<file path="config.mk">
export PLATFORM = sky130hd
export DESIGN_NAME = sr_pulse_ctrl
export DESIGN_NICKNAME = d
export VERILOG_FILES = /design/src/rtl/sr_pulse_ctrl.sv
export SDC_FILE = /design/constraint.sdc
export NUM_CORES = 1
export LEC_CHECK = 0
export BUFFER_PORTS_ARGS = -buffer_cell sky130_fd_sc_hd__buf_2
export CAP_MARGIN = 20
export CORE_UTILIZATION = 53
export CTS_CLUSTER_DIAMETER = 50
export DETAILED_ROUTE_END_ITERATION = 10
export GPL_TIMING_DRIVEN = 0
export PLACE_DENSITY = 0.73
export SLEW_MARGIN = 20
export SYNTH_ARGS = -nofsm -noshare
export SYNTH_HDL_FRONTEND = slang
export SYNTH_SLANG_ARGS = --single-unit
</file>
<file path="constraint.sdc">
create_clock -name clk -period 1.39 [get_ports clk]
set_input_delay 0.139 -clock clk [delete_from_list [all_inputs] [get_ports clk]]
set_output_delay 0.139 -clock clk [all_outputs]
set_load 0.02 [all_outputs]
</file>
<file path="src/rtl/sr_pulse_ctrl.sv">
// sr_pulse_ctrl: button front-end for a NOR SR latch.
// Each raw button is synchronized, debounced and turned into a fixed-width
// pulse on s or r. A small FSM serializes the pulses, inserts a one-cycle
// gap between them, keeps one pending request and flags same-cycle conflicts
// (reset wins). s and r are registered and are never high together.
module sr_pulse_ctrl #(
  parameter int unsigned DEBOUNCE_CYCLES = 4,
  parameter int unsigned PULSE_CYCLES    = 2,
  parameter int unsigned CNT_W           = 8
) (
  input  logic clk,
  input  logic rst_n,
  input  logic set_btn,
  input  logic rst_btn,
  input  logic conflict_clr,
  output logic s,
  output logic r,
  output logic busy,
  output logic conflict
);

  localparam logic [CNT_W-1:0] DEB_LAST   = CNT_W'(DEBOUNCE_CYCLES - 1);
  localparam logic [CNT_W-1:0] PULSE_LAST = CNT_W'(PULSE_CYCLES - 1);
  localparam logic [CNT_W-1:0] CNT_ONE    = CNT_W'(1);

  typedef enum logic [1:0] {
    ST_IDLE    = 2'd0,
    ST_PULSE_S = 2'd1,
    ST_PULSE_R = 2'd2,
    ST_GAP     = 2'd3
  } state_t;

  // Channel index 0 = set button, 1 = reset button.
  logic [1:0]       sync1_r;
  logic [1:0]       sync2_r;
  logic [1:0]       deb_r;
  logic [1:0]       req_r;
  logic [CNT_W-1:0] deb_cnt_r [2];

  state_t           state_r;
  state_t           state_s;
  logic [CNT_W-1:0] pcnt_r;
  logic [CNT_W-1:0] pcnt_s;
  logic             pend_v_r;
  logic             pend_v_s;
  logic             pend_is_r_r;
  logic             pend_is_r_s;
  logic             conflict_r;
  logic             conflict_s;
  logic             s_r;
  logic             r_r;
  logic             busy_r;

  logic             req_any_s;
  logic             req_is_r_s;
  logic             req_both_s;

  // Two-flop synchronizer for both raw buttons.
  always_ff @(posedge clk or negedge rst_n) begin
    if (!rst_n) begin
      sync1_r <= 2'b00;
      sync2_r <= 2'b00;
    end else begin
      sync1_r <= {rst_btn, set_btn};
      sync2_r <= sync1_r;
    end
  end

  // Debounce each channel; emit a one-cycle request on a debounced rise.
  always_ff @(posedge clk or negedge rst_n) begin
    if (!rst_n) begin
      deb_r        <= 2'b00;
      req_r        <= 2'b00;
      deb_cnt_r[0] <= '0;
      deb_cnt_r[1] <= '0;
    end else begin
      for (int i = 0; i < 2; i++) begin
        if (sync2_r[i] == deb_r[i]) begin
          deb_cnt_r[i] <= '0;
          req_r[i]     <= 1'b0;
        end else if (deb_cnt_r[i] == DEB_LAST) begin
          deb_r[i]     <= ~deb_r[i];
          deb_cnt_r[i] <= '0;
          // Only the 0->1 direction is a request; a release is silent.
          req_r[i]     <= ~deb_r[i];
        end else begin
          deb_cnt_r[i] <= deb_cnt_r[i] + CNT_ONE;
          req_r[i]     <= 1'b0;
        end
      end
    end
  end

  // Request decode: any request, reset priority, and same-cycle conflict.
  always_comb begin
    req_any_s  = req_r[0] | req_r[1];
    req_is_r_s = req_r[1];
    req_both_s = req_r[0] & req_r[1];
  end

  // Next-state, pulse counter, pending slot and conflict flag.
  always_comb begin
    state_s     = state_r;
    pcnt_s      = pcnt_r;
    pend_v_s    = pend_v_r;
    pend_is_r_s = pend_is_r_r;
    conflict_s  = conflict_r;

    case (state_r)
      ST_IDLE: begin
        if (req_any_s) begin
          state_s = req_is_r_s ? ST_PULSE_R : ST_PULSE_S;
          pcnt_s  = '0;
        end else begin
          state_s = ST_IDLE;
        end
      end
      ST_PULSE_S, ST_PULSE_R: begin
        if (pcnt_r == PULSE_LAST) begin
          state_s = ST_GAP;
          pcnt_s  = '0;
        end else begin
          pcnt_s  = pcnt_r + CNT_ONE;
        end
        // Requests during a pulse are parked; the newest one wins.
        if (req_any_s) begin
          pend_v_s    = 1'b1;
          pend_is_r_s = req_is_r_s;
        end else begin
          pend_v_s    = pend_v_r;
        end
      end
      ST_GAP: begin
        // A request arriving in the gap overwrites the slot and is
        // consumed by the same decision, so nothing is stranded in IDLE.
        if (req_any_s) begin
          state_s  = req_is_r_s ? ST_PULSE_R : ST_PULSE_S;
          pcnt_s   = '0;
          pend_v_s = 1'b0;
        end else if (pend_v_r) begin
          state_s  = pend_is_r_r ? ST_PULSE_R : ST_PULSE_S;
          pcnt_s   = '0;
          pend_v_s = 1'b0;
        end else begin
          state_s  = ST_IDLE;
        end
      end
      default: begin
        state_s  = ST_IDLE;
        pcnt_s   = '0;
        pend_v_s = 1'b0;
      end
    endcase

    // Setting the flag beats a same-cycle clear.
    if (req_both_s) begin
      conflict_s = 1'b1;
    end else if (conflict_clr) begin
      conflict_s = 1'b0;
    end else begin
      conflict_s = conflict_r;
    end
  end

  // State registers and registered outputs decoded from the next state.
  always_ff @(posedge clk or negedge rst_n) begin
    if (!rst_n) begin
      state_r     <= ST_IDLE;
      pcnt_r      <= '0;
      pend_v_r    <= 1'b0;
      pend_is_r_r <= 1'b0;
      conflict_r  <= 1'b0;
      s_r         <= 1'b0;
      r_r         <= 1'b0;
      busy_r      <= 1'b0;
    end else begin
      state_r     <= state_s;
      pcnt_r      <= pcnt_s;
      pend_v_r    <= pend_v_s;
      pend_is_r_r <= pend_is_r_s;
      conflict_r  <= conflict_s;
      s_r         <= (state_s == ST_PULSE_S);
      r_r         <= (state_s == ST_PULSE_R);
      busy_r      <= (state_s != ST_IDLE) | pend_v_s;
    end
  end

  assign s        = s_r;
  assign r        = r_r;
  assign busy     = busy_r;
  assign conflict = conflict_r;

endmodule

</file>
== Word-level counts from Yosys, hierarchy flattened ==
Index checks and enable logic that the tools add are counted.
Storage, ports and cells
  output and inout bits: 4
  memories: 0
  memory bits (read-only): 0
  bits in registers: 40
  word-level logic and storage cells: 69
  bits in writable memories: 0
  bits in latches: 0
  input bits: 5
Operators by class
  divide/modulo/power cells: 0
  $add $sub $neg: 3
  reduce and logical (&&, ||, !) cells: 8
  $lt $le $gt $ge: 0
  shift-type cells: 0
  equality and inequality tests: 12
  bitwise gates (word level): 7
  multiplexer cells: 24
  multipliers: 0
Operators with widths (number)
  8-bit 2-to-1 mux: 8
  8-bit by 1-bit adder with 8-bit output, second input constant: 3
  8-bit case mux with 3 select lines: 1
  8-bit by 2-bit == test with 1-bit output, second input constant: 2
  2-bit 2-to-1 mux: 6
  8-bit by 1-bit == test with 1-bit output, second input constant: 1
  2-bit AND reduction: 4
  1-bit 2-to-1 mux: 7
  2-bit == test, second input constant: 3
  2-bit case mux with 3 select lines: 1
  2-bit by 1-bit == test with 1-bit output, second input constant: 2
  1-bit NOT: 4
  2-bit nonzero test: 2
  3-bit != test, second input constant: 1
  1-bit == test: 2
  2-bit zero test: 1
  2-bit != test, second input constant: 1
  1-bit bitwise OR: 2
  1-bit case mux with 2 select lines: 1
  2-bit OR reduction: 1
  1-bit AND: 1

== Logic depth before layout (Yosys ltp) ==
  depth in word-level cells: 6
  mapped depth: 6
  mapped depth without buffers: 6

== Worst setup path after synthesis ==
No wires, ideal clock.
  path type: reg-to-reg
  from: register pcnt_r[0]
  to: register busy_r (netlist: busy)
  data required time: 1259 ps
  period minus slack after synthesis: 1480 ps
  path buffers: 0
  setup time: 131 ps
  arrival: 1349 ps
  path slack: -90 ps
  stages on the path, launching flop included: 6
  path through: dfrtp_1 -> ha_1 -> nor3b_1 -> a21oi_1 -> o22ai_2 -> or3_1
Between the ends
  word-level cells in the longest chain between the ends: 5
RTL lines
  from (decl): RTL line 42  | logic [CNT_W-1:0] pcnt_r;
  from (signal assigned): RTL line 178  | pcnt_r <= pcnt_s;
  8-bit by 1-bit == test with 1-bit output: RTL line 119  | if (pcnt_r == PULSE_LAST) begin
  2-bit 2-to-1 mux: RTL line 119
  2-bit case mux with 3 select lines: RTL line 109  | case (state_r)
  via state_s[1]: RTL line 41  | state_t state_s;
  2-bit nonzero test: RTL line 184  | busy_r <= (state_s != ST_IDLE) | pend_v_s;
  1-bit bitwise OR: RTL line 184
  to (signal assigned): RTL line 184
  to (decl): RTL line 52  | logic busy_r;
The timed path passes the listed nets, and every way through them passes these cells.
A chain may end at the register's enable or synchronous reset.

== Worst setup path in the final report ==
  from: register pcnt_r[1]
  to: register pcnt_r[2]
Between the ends
  word-level cells in the longest chain between the ends: 3
  elaborated cells on any way between the ends: 4
  classes of those cells: add/sub: 1; eq/ne: 1; mux: 2
RTL lines (RTL line)
  8-bit by 1-bit adder with 8-bit output or 8-bit by 1-bit == test with 1-bit output (tied branches): 123, 119
  8-bit 2-to-1 mux (*): 119
  8-bit case mux with 3 select lines (*): 109
Every way passes the cells marked *; elsewhere a longest branch is shown, timed or not.

==> reports/results.ini <==
[min_path]
hold-path-endpoint=sync2_r[0]$_DFF_PN0_
hold_path_depth=0
min_from=sync1_r[0]$_DFF_PN0_
hold_class=reg2reg

[power]
clockPowerShare_pct=25.8
switching_share_pct=32.5
seq_power_share_pct=45.8
p_comb_share_pct=28.4
power.density_nw_per_um2=1400
switchingPower_mw=1.05
p_int_mw=2.19
ir_worst_vdd_v=0.000862
p_leak_nw=1.02

[sta]
setup_ws_ns=-0.140
min_period_ns=1.53
rsz0062_at_grt=true
fin_worst_skew_ns=0.00717
slew_headroom_pct=43.2
finalSetupTns_ns=-1.03
drv_slew=0
tightest_slew_ns=0.852
min_period_over_period_pct=110
setup_viol=9
hold_viol=0
max_freq_ghz=0.654
hold_slack_ns=0.366

[global_routing]
grtUsageMet2_pct=36.6
grtUsageMet3_pct=5.12
grt_first_pass_wirelength_um=5460
grt_antenna_before_repair=0
grt_max_degree=41
met1_usage_pct=23.1
overflow=0
grt_pass1_vias=1324
busiest_layer=met2
grt_usage_pct=21.3

[clock_network]
cts_made_buffers=5
cts_tree=yes
clockBufferDepth=2
insertion_delay_ns=0.36
h-tree-depth=2
clock-sinks=40
cts_root_buf=clkbuf_4
path_clk_slew_ns=0.12

[placement]
port_buffers=8
hpwl_um=2060
gp_congestion=0.832
place_ws_ns=-0.161
place_area_um2=1960

[cells_and_area]
n_antenna_cell=0
most-common-layout-cells=dfrtp_1 (38), nor2_1 (21), buf_4 (14), nand3_1 (13), xor2_1 (12)
fin_util_pct=73.5
final_cell_area_um2=2320
layout_commonest_cell=dfrtp_1
nets=212
drive_above_1_share_pct=33.3
syn2layout_area_growth_pct=28.4

[setup_path]
startpoint_type=flop
worst_r2r_endpoint=pcnt_r[2]$_DFFE_PN0P_
rr_startpoint=pcnt_r[1]$_DFFE_PN0P_
critical_path_arrival_ns=1.78
end_kind=flop
startpoint=pcnt_r[1]$_DFFE_PN0P_
cp.required_ns=1.64
cp_max_fo=6
crit_type=reg2reg
ff2ff_setup_slack_ns=-0.14
reg2reg_depth=6

[yosys]
synth_top_flop_cell=dfrtp_1
synthArstFlopShare_pct=100
synthCells=166
syn_area_um2=1800
yosys_warnings=0
synth_edf_count=0
synth_nets=178
synth_seq_cells=40
synth_cell_type_count=31
ys_seq_area_share_pct=55.5
syn_area_per_cell_um2=10.9

[drt]
vias_per_cell=5.49
wl_per_cell_um=14.4
via_count=1346
final_antenna_net_count=0
drtPass1Iterations=4
wl_um=3530
drc=0
first_iter_violations=62

[floorplan]
ioPinCount=9
core_um2=3150
rows=20
die_area_um2=3640
dieHeight_um=60.3
fp.dieW_um=60.3
start_util_pct=57.2

[outcome]
status=finished, violations left
violations=negative setup slack

[job]
maxCapViolations=0

-- timing repair --
action / in CTS / in global routing
pin swaps: 4 / 6
hold buffers: 4 / 0
endpoints found under the hold margin: 43 / 0
setup endpoints to repair: 11 / 31
cloned: 2 / 0
buffers inserted: 5 / 8
resized for setup: 11 / 23
-- layer usage --
layer,wire length [um],part of all wire (%),vias to the layer above
li1,-,-,645
met1,1530,43,671
met2,1820,52,21
met3,105,3.0,9
met4,80,2.3,0
met5,0,0,-
-- Yosys cell counts, drive strengths merged (2+ instances only) --
library cell	instances	area, um2
a21oi	9	48.8
and3	5	31.3
and4	2	17.5
dfrtp	40	1000
ha	7	87.6
inv	5	18.8
mux2	2	22.5
nand2	10	37.5
nand3	14	70.1
nor2	21	78.8
nor2b	3	18.8
nor3b	4	30.0
nor4	3	33.8
o21ai	8	40.0
or3	7	43.8
xnor2	2	17.5
xor2	12	105
-- worst max-delay path, stage by stage, from the launching register on --
cell and delay [ns]:
dfrtp_1 0.42, inv_1 0.07, ha_2 0.17, nor3b_4 0.23
nand2_1 0.16, a21oi_4 0.31, a21oi_2 0.06
-- cell families after synthesis --
logic type                 count (synthesis)  synth area share (%)
buffers and inverters                      6                  1.32
DFF                                       40                  55.5
xor gates and xnor gates                  14                  6.80
AOI/OAI and AO/OA                         23                  8.32
and+or+nand+nor                           74                  22.0
muxes                                      2                  1.25
adders and majority gates                  7                  4.85
-- power groups by stage --
| stage | Sequential [mW] | Clock [mW] | Combinational [mW] |
|---|---|---|---|
| after detailed placement | 1.50 | 0 | 0.663 |
| final | 1.48 | 0.836 | 0.922 |
| after CTS | 1.48 | 0.861 | 0.772 |
| after global placement | 1.49 | 0 | 0.631 |
| after global routing | 1.50 | 0.905 | 1.00 |
| after floorplan | 1.49 | 0 | 0.483 |
-- registers in the layout, summed over array words and instances (netlist names) --
| register | count |
|---|---|
| pcnt_r | 8 |
| pend_is_r_r | 1 |
| sync2_r | 2 |
| busy | 1 |
| deb_cnt_r | 16 |
| pend_v_r | 1 |
| req_r | 2 |
| r | 1 |
| sync1_r | 2 |
| deb_r | 2 |
| conflict | 1 |
| state_r | 2 |
| s | 1 |
-- stage by stage --
stage	std cells	total power, mW
global route	245	3.41
detailed placement	218	2.16
global placement	218	2.12
floorplan	166	1.97
finish	245	3.24
CTS	237	3.11
-- cell type report --
| type | count | area [um2] |
|---|---|---|
| Buffer | 1 | 11.3 |
| Clock buffer | 6 | 51.3 |
| Clock inverter | 2 | 38.8 |
| Fill cell | 227 | 837 |
| Inverter | 5 | 18.8 |
| Multi-Input combinational cell | 121 | 952 |
| Sequential cell | 40 | 1000 |
| Tap cell | 44 | 55.1 |
| Timing Repair Buffer | 26 | 185 |
-- worst max-delay path by stage --
stage,to,depth (start not counted)
after floorplan,busy$_DFF_PN0_,6
after global placement,pcnt_r[3]$_DFFE_PN0P_,6
after detailed placement,pcnt_r[3]$_DFFE_PN0P_,6
after CTS,busy$_DFF_PN0_,5
after global routing,pcnt_r[2]$_DFFE_PN0P_,6
final,pcnt_r[2]$_DFFE_PN0P_,6
No activity file was read; power rests on OpenSTA's default activity.
